==> src/rtl/screen_blitter_if.sv <==
// Signal bundle between the screen blitter and its environment: request/capture
// inputs, ROM read port, plot port and status.
interface screen_blitter_if #(
   parameter int IMG_W   = 160,
   parameter int IMG_H   = 120,
   parameter int COLOR_W = 9,
   parameter int NUM_IMG = 2
);
   localparam int SEL_W  = (NUM_IMG > 1) ? $clog2(NUM_IMG) : 1;
   localparam int ADDR_W = (NUM_IMG * IMG_W * IMG_H > 1) ? $clog2(NUM_IMG * IMG_W * IMG_H) : 1;

   // start is a single-cycle request, honoured only while the blitter is idle;
   // there is no ready/ack, so a request seen while busy is simply dropped.
   logic               start;
   logic [SEL_W-1:0]   img_sel;
   logic [7:0]         x0;
   logic [6:0]         y0;
   logic               key_en;
   logic [COLOR_W-1:0] key_colour;
   logic [ADDR_W-1:0]  rom_addr;
   logic [COLOR_W-1:0] rom_q;
   logic [7:0]         vga_x;
   logic [6:0]         vga_y;
   logic [COLOR_W-1:0] vga_colour;
   logic               vga_plot;
   logic               busy;
   logic               done;

   modport master (
      output start, img_sel, x0, y0, key_en, key_colour, rom_q,
      input  rom_addr, vga_x, vga_y, vga_colour, vga_plot, busy, done
   );

   modport slave (
      input  start, img_sel, x0, y0, key_en, key_colour, rom_q,
      output rom_addr, vga_x, vga_y, vga_colour, vga_plot, busy, done
   );
endinterface

==> src/rtl/screen_blitter.sv <==
// Copies one image from a back-to-back image ROM to the plot interface in raster
// order, with screen clipping and optional colour-key transparency.
module screen_blitter #(
   parameter int IMG_W   = 160,
   parameter int IMG_H   = 120,
   parameter int COLOR_W = 9,
   parameter int NUM_IMG = 2,
   parameter int ROM_LAT = 1,
   parameter int SCR_W   = 160,
   parameter int SCR_H   = 120
) (
   input  logic            clock,
   input  logic            reset,
   screen_blitter_if.slave bus,
   output logic [1:0]      dbg_state
);
   localparam int N      = IMG_W * IMG_H;
   localparam int ADDR_W = (NUM_IMG * N > 1) ? $clog2(NUM_IMG * N) : 1;
   localparam int COL_W  = (IMG_W > 1) ? $clog2(IMG_W) : 1;
   localparam int ROW_W  = (IMG_H > 1) ? $clog2(IMG_H) : 1;
   localparam int DRN_W  = $clog2(ROM_LAT + 1) + 1;

   typedef enum logic [1:0] {IDLE, RUN, DRAIN, DONE} state_t;

   state_t             state, state_nx;
   logic [COL_W-1:0]   col;
   logic [ROW_W-1:0]   row;
   logic [DRN_W-1:0]   drain_cnt;
   logic [7:0]         x0_r;
   logic [6:0]         y0_r;
   logic               key_en_r;
   logic [COLOR_W-1:0] key_r;
   logic [ADDR_W-1:0]  base;
   logic               last_pix;

   // Per-slot column/row/valid, delayed to line up with rom_q.
   logic [ROM_LAT-1:0] pv;
   logic [COL_W-1:0]   pcol [ROM_LAT];
   logic [ROW_W-1:0]   prow [ROM_LAT];

   logic [8:0]         x_sum;
   logic [7:0]         y_sum;
   logic               in_bounds;
   logic               keyed;

   assign base     = (32'(bus.img_sel) < NUM_IMG) ? ADDR_W'(bus.img_sel) * ADDR_W'(N) : '0;
   assign last_pix = (col == COL_W'(IMG_W - 1)) && (row == ROW_W'(IMG_H - 1));

   assign x_sum     = {1'b0, x0_r} + 9'(pcol[ROM_LAT-1]);
   assign y_sum     = {1'b0, y0_r} + 8'(prow[ROM_LAT-1]);
   assign in_bounds = (32'(x_sum) < SCR_W) && (32'(y_sum) < SCR_H);
   assign keyed     = key_en_r && (bus.rom_q == key_r);

   always_comb begin
      state_nx = state;
      case (state)
         IDLE:    if (bus.start) state_nx = RUN;
         RUN:     if (last_pix) state_nx = DRAIN;
         DRAIN:   if (drain_cnt == DRN_W'(ROM_LAT)) state_nx = DONE;
         DONE:    state_nx = IDLE;
         default: state_nx = IDLE;
      endcase
   end

   always_ff @(posedge clock) begin
      if (reset) begin
         state          <= IDLE;
         col            <= '0;
         row            <= '0;
         drain_cnt      <= '0;
         x0_r           <= '0;
         y0_r           <= '0;
         key_en_r       <= 1'b0;
         key_r          <= '0;
         pv             <= '0;
         bus.rom_addr   <= '0;
         bus.vga_x      <= '0;
         bus.vga_y      <= '0;
         bus.vga_colour <= '0;
         bus.vga_plot   <= 1'b0;
      end else begin
         state <= state_nx;
         case (state)
            IDLE: if (bus.start) begin
               x0_r         <= bus.x0;
               y0_r         <= bus.y0;
               key_en_r     <= bus.key_en;
               key_r        <= bus.key_colour;
               bus.rom_addr <= base;
               col          <= '0;
               row          <= '0;
            end
            RUN: begin
               drain_cnt <= '0;
               if (!last_pix) begin
                  bus.rom_addr <= bus.rom_addr + 1'b1;
                  if (col == COL_W'(IMG_W - 1)) begin
                     col <= '0;
                     row <= row + 1'b1;
                  end else begin
                     col <= col + 1'b1;
                  end
               end
            end
            DRAIN:   drain_cnt <= drain_cnt + 1'b1;
            default: ;
         endcase

         pv[0]   <= (state == RUN);
         pcol[0] <= col;
         prow[0] <= row;
         for (int i = 1; i < ROM_LAT; i++) begin
            pv[i]   <= pv[i-1];
            pcol[i] <= pcol[i-1];
            prow[i] <= prow[i-1];
         end

         bus.vga_plot   <= pv[ROM_LAT-1] && in_bounds && !keyed;
         bus.vga_x      <= x_sum[7:0];
         bus.vga_y      <= y_sum[6:0];
         bus.vga_colour <= bus.rom_q;
      end
   end

   assign bus.busy  = (state == RUN) || (state == DRAIN);
   assign bus.done  = (state == DONE);
   assign dbg_state = state;
endmodule

==> src/flat_wrapper.sv <==
// flat-port wrapper written by rule: the top's interface ports become plain ports
module screen_blitter_flat 
#(
   parameter int IMG_W   = 160,
   parameter int IMG_H   = 120,
   parameter int COLOR_W = 9,
   parameter int NUM_IMG = 2,
   parameter int ROM_LAT = 1,
   parameter int SCR_W   = 160,
   parameter int SCR_H   = 120
)
  (clock, reset, dbg_state, bus_start, bus_img_sel, bus_x0, bus_y0, bus_key_en, bus_key_colour, bus_rom_q, bus_rom_addr, bus_vga_x, bus_vga_y, bus_vga_colour, bus_vga_plot, bus_busy, bus_done);
  screen_blitter_if #(.IMG_W(IMG_W), .IMG_H(IMG_H), .COLOR_W(COLOR_W), .NUM_IMG(NUM_IMG)) bus_i ();
  input  logic clock;
  input  logic reset;
  output logic [1:0] dbg_state;
  input wire logic [$bits(bus_i.start)-1:0] bus_start;
  input wire logic [$bits(bus_i.img_sel)-1:0] bus_img_sel;
  input wire logic [$bits(bus_i.x0)-1:0] bus_x0;
  input wire logic [$bits(bus_i.y0)-1:0] bus_y0;
  input wire logic [$bits(bus_i.key_en)-1:0] bus_key_en;
  input wire logic [$bits(bus_i.key_colour)-1:0] bus_key_colour;
  input wire logic [$bits(bus_i.rom_q)-1:0] bus_rom_q;
  output wire logic [$bits(bus_i.rom_addr)-1:0] bus_rom_addr;
  output wire logic [$bits(bus_i.vga_x)-1:0] bus_vga_x;
  output wire logic [$bits(bus_i.vga_y)-1:0] bus_vga_y;
  output wire logic [$bits(bus_i.vga_colour)-1:0] bus_vga_colour;
  output wire logic [$bits(bus_i.vga_plot)-1:0] bus_vga_plot;
  output wire logic [$bits(bus_i.busy)-1:0] bus_busy;
  output wire logic [$bits(bus_i.done)-1:0] bus_done;
  assign bus_i.start = bus_start;
  assign bus_i.img_sel = bus_img_sel;
  assign bus_i.x0 = bus_x0;
  assign bus_i.y0 = bus_y0;
  assign bus_i.key_en = bus_key_en;
  assign bus_i.key_colour = bus_key_colour;
  assign bus_i.rom_q = bus_rom_q;
  assign bus_rom_addr = bus_i.rom_addr;
  assign bus_vga_x = bus_i.vga_x;
  assign bus_vga_y = bus_i.vga_y;
  assign bus_vga_colour = bus_i.vga_colour;
  assign bus_vga_plot = bus_i.vga_plot;
  assign bus_busy = bus_i.busy;
  assign bus_done = bus_i.done;
  screen_blitter #(.IMG_W(IMG_W), .IMG_H(IMG_H), .COLOR_W(COLOR_W), .NUM_IMG(NUM_IMG), .ROM_LAT(ROM_LAT), .SCR_W(SCR_W), .SCR_H(SCR_H)) u_core (.clock(clock), .reset(reset), .bus(bus_i), .dbg_state(dbg_state));
endmodule
==> config.mk <==
export PLATFORM = sky130hd
export DESIGN_NAME = screen_blitter_flat
export DESIGN_NICKNAME = d
export VERILOG_FILES = /design/src/rtl/screen_blitter_if.sv /design/src/rtl/screen_blitter.sv /design/src/flat_wrapper.sv
export SDC_FILE = /design/constraint.sdc
export NUM_CORES = 1
export LEC_CHECK = 0
export ABC_AREA = 1
export BUFFER_PORTS_ARGS = -buffer_cell sky130_fd_sc_hd__buf_2
export CAP_MARGIN = 10
export CORE_UTILIZATION = 60
export CTS_CLUSTER_DIAMETER = 120
export DETAILED_ROUTE_END_ITERATION = 6
export PLACE_DENSITY_LB_ADDON = 0.2
export SYNTH_ARGS = -nofsm -noshare
export SYNTH_HDL_FRONTEND = slang
export SYNTH_SLANG_ARGS = --single-unit
==> constraint.sdc <==
create_clock -name clock -period 2.8 [get_ports clock]
set_input_delay 0.14 -clock clock [delete_from_list [all_inputs] [get_ports clock]]
set_output_delay 0.14 -clock clock [all_outputs]
set_load 0.005 [all_outputs]
* Word-level counts from Yosys, hierarchy flattened
Memory sizes are Yosys's and may differ from the RTL's.
Index checks and enable logic that the tools add are counted.
** Word-level totals
- Flip-flop bits (word level) :: 86
- RAM bits :: 15
- Word-level logic and storage cells :: 68
- Memories kept :: 2
** Operators by class
- $add $sub $neg :: 6
- Multipliers :: 1
- $lt $le $gt $ge :: 2
- Eq/ne operators :: 12
- Mux-type cells :: 17
- Reduce and logical (&&, ||, !) cells :: 14
** Memories
- u_core.pcol :: words 1, width 8, read ports 1, clocked after Yosys merged registers in 0, write ports 1, RTL line screen_blitter.sv:38 : logic [COL_W-1:0] pcol [ROM_LAT];
- u_core.prow :: words 1, width 7, read ports 1, clocked after Yosys merged registers in 0, write ports 1, RTL line screen_blitter.sv:39 : logic [ROW_W-1:0] prow [ROM_LAT];
** Operators by type and width (number)
- $mux 16 :: 2
- $pmux 16 s2 :: 1
- $mux 8 :: 3
- $mux 7 :: 3
- $add 16x1->16 const B :: 1
- $pmux 8 s2 :: 1
- $pmux 7 s2 :: 1
- $add 8x8->9 :: 1
- $eq 9x9->1 :: 1
- $lt 9x8->1 const B :: 1
- $add 7x7->8 :: 1
- $add 8x1->8 const B :: 1
- $eq 8x8->1 const B :: 1
- $lt 8x7->1 const B :: 1
- $mul 1x7->8 const B :: 1
- $pmux 2 s4 :: 1
- $add 7x1->7 const B :: 1
- $eq 7x7->1 const B :: 1
- $mux 2 :: 3
- $ne 2x1->1 const B :: 3
- $reduce_and 3->1 :: 2
- $logic_and 1x1->1 :: 5
- $eq 2x1->1 const B :: 2
- $eq 2x2->1 const B :: 2
- 10 further kinds :: 12

* Logic depth before layout (Yosys ltp)
An unclocked memory read counts as a cell.
- Depth in word-level cells :: 6
- Gate-level depth with buffers :: 14
- Depth with buffers taken out :: 14

* Worst setup path before layout
No wires, ideal clock.
- Path type :: reg2reg
- Start :: register u_core.state[0] (netlist: u_core.dbg_state[0])
- End :: register u_core.row[3]
- Data arrival time :: 1.560 ns
- Required time :: 2.685 ns
- Path slack :: 1.125 ns
- Stages on the path, launching flop included :: 10
- Cell sequence :: dfxtp_1 -> inv_1 -> ha_1 -> inv_2 -> nor2_1 -> a21oi_1 -> nand2_4 -> nand2_2 -> o21ai_1 -> and2_1
** Between the ends
- Word-level cells in the longest chain between the ends :: 3
- Elaborated cells on any way between the ends :: 8
** RTL lines
- start, declared :: RTL line screen_blitter.sv:25 : state_t state, state_nx;
- start signal, assigned :: RTL line screen_blitter.sv:82 : state <= state_nx;
- $eq 2x1->1 or $logic_not 2->1 (tied branches) :: RTL line screen_blitter.sv:83 : case (state)
- $ne 2x1->1 (no line), or another cell as far along
- $reduce_and 4->1 (no line)
- end signal, assigned :: RTL line screen_blitter.sv:99 : row <= row + 1'b1;
- end, declared :: RTL line screen_blitter.sv:27 : logic [ROW_W-1:0] row;
Parallel ways exist; a longest one is shown, timed or not.
A chain may end at the register's enable or synchronous reset.

* Final worst setup path
- Start :: register u_core.state[1] (netlist: u_core.dbg_state[1])
- End :: register u_core.col[3]
** Between the ends
- Word-level cells in the longest chain between the ends :: 3
- Elaborated cells on any way between the ends :: 7
** RTL lines
- $eq 2x1->1 or $logic_not 2->1 (tied branches) :: RTL line screen_blitter.sv:83
- $ne 2x2->1 (no line) or $reduce_bool 2->1 (tied branches)
- $reduce_and 3->1 (no line)
- end signal, assigned :: RTL line screen_blitter.sv:101 : col <= col + 1'b1;
- end, declared :: RTL line screen_blitter.sv:26 : logic [COL_W-1:0] col;
Parallel ways exist; a longest one is shown, timed or not.

==> impl_metrics.yaml <==
run_status:
  outcome: "completed"
power_and_ir_drop:
  pwr-share-clk_pct: 21.4
  p_int_mw: 2.76
  p_leak_nw: 2.73
  vdd_drop_max_uv: 650
  p_comb_share_pct: 37.4
  sequentialPowerShare_pct: 41.2
  p_per_area_nw_per_um2: 787
  switching_share_pct: 39.4
  p_sw_mw: 1.80
route:
  drt_iter0_markers: 256
  drtPass1Iterations: 4
  viasPerCell: 5.19
  via_count: 4595
  ant_nets: 0
  wl_per_cell_um: 12.8
  drt_wl_total_mm: 11.3
  drc: 0
setup_path:
  crit_arrival_ps: 2390
  worstPathRequired_ps: 3100
  crit_buf_inv: 4
  cp_max_fo: 19
  cp-end-kind: "flip-flop"
  reg2reg_depth: 10
  startpoint_type: "flip-flop"
  timing.rr.start: "u_core.dbg_state[1]"
  cpMaxStageDelayCell: "dfxtp_1"
  critPathLaunch: "u_core.dbg_state[1]"
  r2r_setup_slack_ps: 710
  max_stage_delay_ps: 380
  path_class: "reg2reg"
  path_cells: "inv_1 > ha_1 > buf_4 > inv_2 > nand2_1 > nand3_4 > nand2_8 > inv_2 > nand2_1 > a21oi_2"
  r2r_end: "u_core.col[3]"
  crit_family: "buffers and inverters"
min_path:
  hold_end: "u_core.bus.vga_colour[8]"
  hold_depth: 3
  hold_class: "in2reg"
  min_from: "bus_rom_q[8]"
yosys:
  synth_cell_types: 38
  synth_edf_count: 15
  yosysMostFrequentCell: "nand2_1"
  avgSynthCellArea_um2: 7.34
  synth_fp_nets: 755
  synthTopCellsByArea: "dfxtp_1, nand2_1, edfxtp_1"
  syn-cell-area_um2: 5080
  yosysWarnings: 0
  synth_cells: 692
  post-synth-top-area-cell: "dfxtp_1"
  ys.flop_type: "dfxtp_1"
  async_reset_ff_share_pct: 0
  synth_seq_cells: 101
  yosys-top-cells-count: "nand2_1, nor2_1, dfxtp_1, inv_1, nand3_1"
  yosysTopAreaCellShare_pct: 33.9
  ys_seq_area_share_pct: 42.8
clock_network:
  htree_levels: 3
  clock-sinks: 101
  insertion_delay_ps: 360
  clockBufferDepth: 2
  clkTransAtPathRegs_ps: 100
  post_cts_buffers: 0
  cts_made_buffers: 9
  tritoncts: "yes"
  clockRootBuffer: "clkbuf_8"
grt:
  grtUsageTotal_pct: 27.0
  grt_pass1_vias: 4294
  overflow: 0
  antenna_found_initial: 0
  grt_first_pass_wirelength_mm: 18.8
  grt_max_degree: 42
floorplanning:
  rows: 33
  fp.dieW_um: 94.0
  initial_core_util_pct: 61.8
  die_h_um: 94.0
  fp.dieArea_um2: 8830
  core_area_um2: 8220
  io_pins: 83
sta:
  slew_viol_final: 0
  worst_pin_slew_ps: 707
  rsz0062_at_grt: "false"
  fin_tns_setup_ps: 0
  skew_ps: 12.2
  min_period_ps: 2090
  hold_violations: 0
  setup_viol_count_final: 0
  relSlewSlack_pct: 52.8
  min_period_over_period_pct: 74.6
  setup_ws_ps: 710
  max_freq_mhz: 479
final_layout:
  n_antenna_cell: 0
  syn_to_final_growth_pct: 14.0
  final-instance-count-excl-fill: 885
  drive_above_1_share_pct: 16.9
  nets: 838
flow_run:
  max_cap_violations: 0
place:
  post-place-ws_ps: 713
  finalWeightedCongestion: 0.900
  hpwl_mm: 8.25
  port_buffers: 82
  dp.cells: 864
## how the worst max path moves through the flow
stage / end / cells after the start
final: u_core.col[3] / 10
after global placement: u_core.bus.rom_addr[14] / 9
after floorplan: u_core.row[3] / 9
after CTS: u_core.col[3] / 10
after global routing: u_core.bus.rom_addr[4] / 10
after detailed placement: u_core.col[3] / 10
## registers in the layout (all words and copies together), names as in the netlist
register,count
u_core.bus.rom_addr,16
u_core.bus.vga_colour,9
u_core.bus.vga_plot,1
u_core.bus.vga_x,8
u_core.bus.vga_y,7
u_core.col,8
u_core.dbg_state,2
u_core.drain_cnt,2
u_core.key_en_r,1
u_core.key_r,9
u_core.pcol,8
u_core.prow,7
u_core.pv,1
u_core.row,7
u_core.x0_r,8
u_core.y0_r,7
## final cells by class
cell class | instances | area (µm²)
clock buffers | 12 | 155
inverters | 92 | 345
fillers | 677 | 2430
flip-flops and latches | 101 | 2170
well taps | 105 | 131
repair buffers | 92 | 498
multi-input cells | 479 | 2430
clock inverters | 4 | 53.8
## metrics by stage
step / hold slack (ps) / power [mW] / utilization, % / area [µm²]
2_1_floorplan: 247 / 3.24 / - / 5080
3_3_place_gp: 371 / 3.53 / 67.3 / 5530
3_5_place_dp: 375 / 3.60 / 67.3 / 5530
4_1_cts: 2.73 / 4.57 / 70.3 / 5780
5_1_grt: 4.84 / 4.90 / 70.5 / 5790
6_report: 15.1 / 4.56 / 70.5 / 5790
## logic make-up (layout without fill, tap and decap cells)
logic type               Yosys count  in the layout  synth area share, %
AND/OR/NAND/NOR                  356            356                 30.0
AO/OA/AOI/OAI                     90             90                 10.1
XOR/XNOR                           8              8                 1.38
buffers and inverters            112            200                 9.27
adder cells (fa/ha/maj)           25             25                 6.46
flip-flops                       101            101                 42.8
## layout by cell type, fill, tap and decap left out, types with 3 or more instances in the layout
| cell | instances |
|---|---|
| inv_2 | 6 |
| nand3_1 | 50 |
| nand2_1 | 159 |
| edfxtp_1 | 15 |
| ha_1 | 23 |
| xor2_1 | 6 |
| buf_2 | 82 |
| dlygate4sd3_1 | 5 |
| inv_1 | 86 |
| nand2_2 | 6 |
| a21oi_1 | 37 |
| o21ai_0 | 33 |
| clkbuf_8 | 11 |
| buf_4 | 5 |
| nand2_4 | 3 |
| nor2_2 | 3 |
| o21ai_1 | 3 |
| a21oi_2 | 7 |
| nand4_1 | 11 |
| nor3_1 | 5 |
| o21bai_1 | 3 |
| dfxtp_1 | 86 |
| nor2_1 | 113 |
## worst min-delay path, stage by stage
cell    delay, ps
buf_2          90
inv_1          40
nor2_1         70
## layer usage
layer | part of all wire (%) | GRT usage (%) | wire (µm)
met1 | 44 | 33.0 | 4940
met2 | 49 | 46.8 | 5530
met3 | 5.6 | 4.85 | 632
met4 | 2.2 | 10.6 | 244
met5 | 0 | 0 | 0
## what timing repair did
action | CTS | global route
setup endpoints to repair | 0 | 0
hold buffers | 4 | 1
hold endpoints to repair | 4 | 1
gates resized for setup | 0 | 0
## power groups by stage
stage | registers, mW | clock network [mW] | logic, mW
final | 1.88 | 0.974 | 1.71
after global routing | 1.91 | 1.06 | 1.93
after CTS | 1.88 | 0.990 | 1.70
after detailed placement | 1.91 | 0 | 1.69
after global placement | 1.90 | 0 | 1.63
after floorplan | 1.88 | 0 | 1.36
Power figures use the tool's default switching activity.
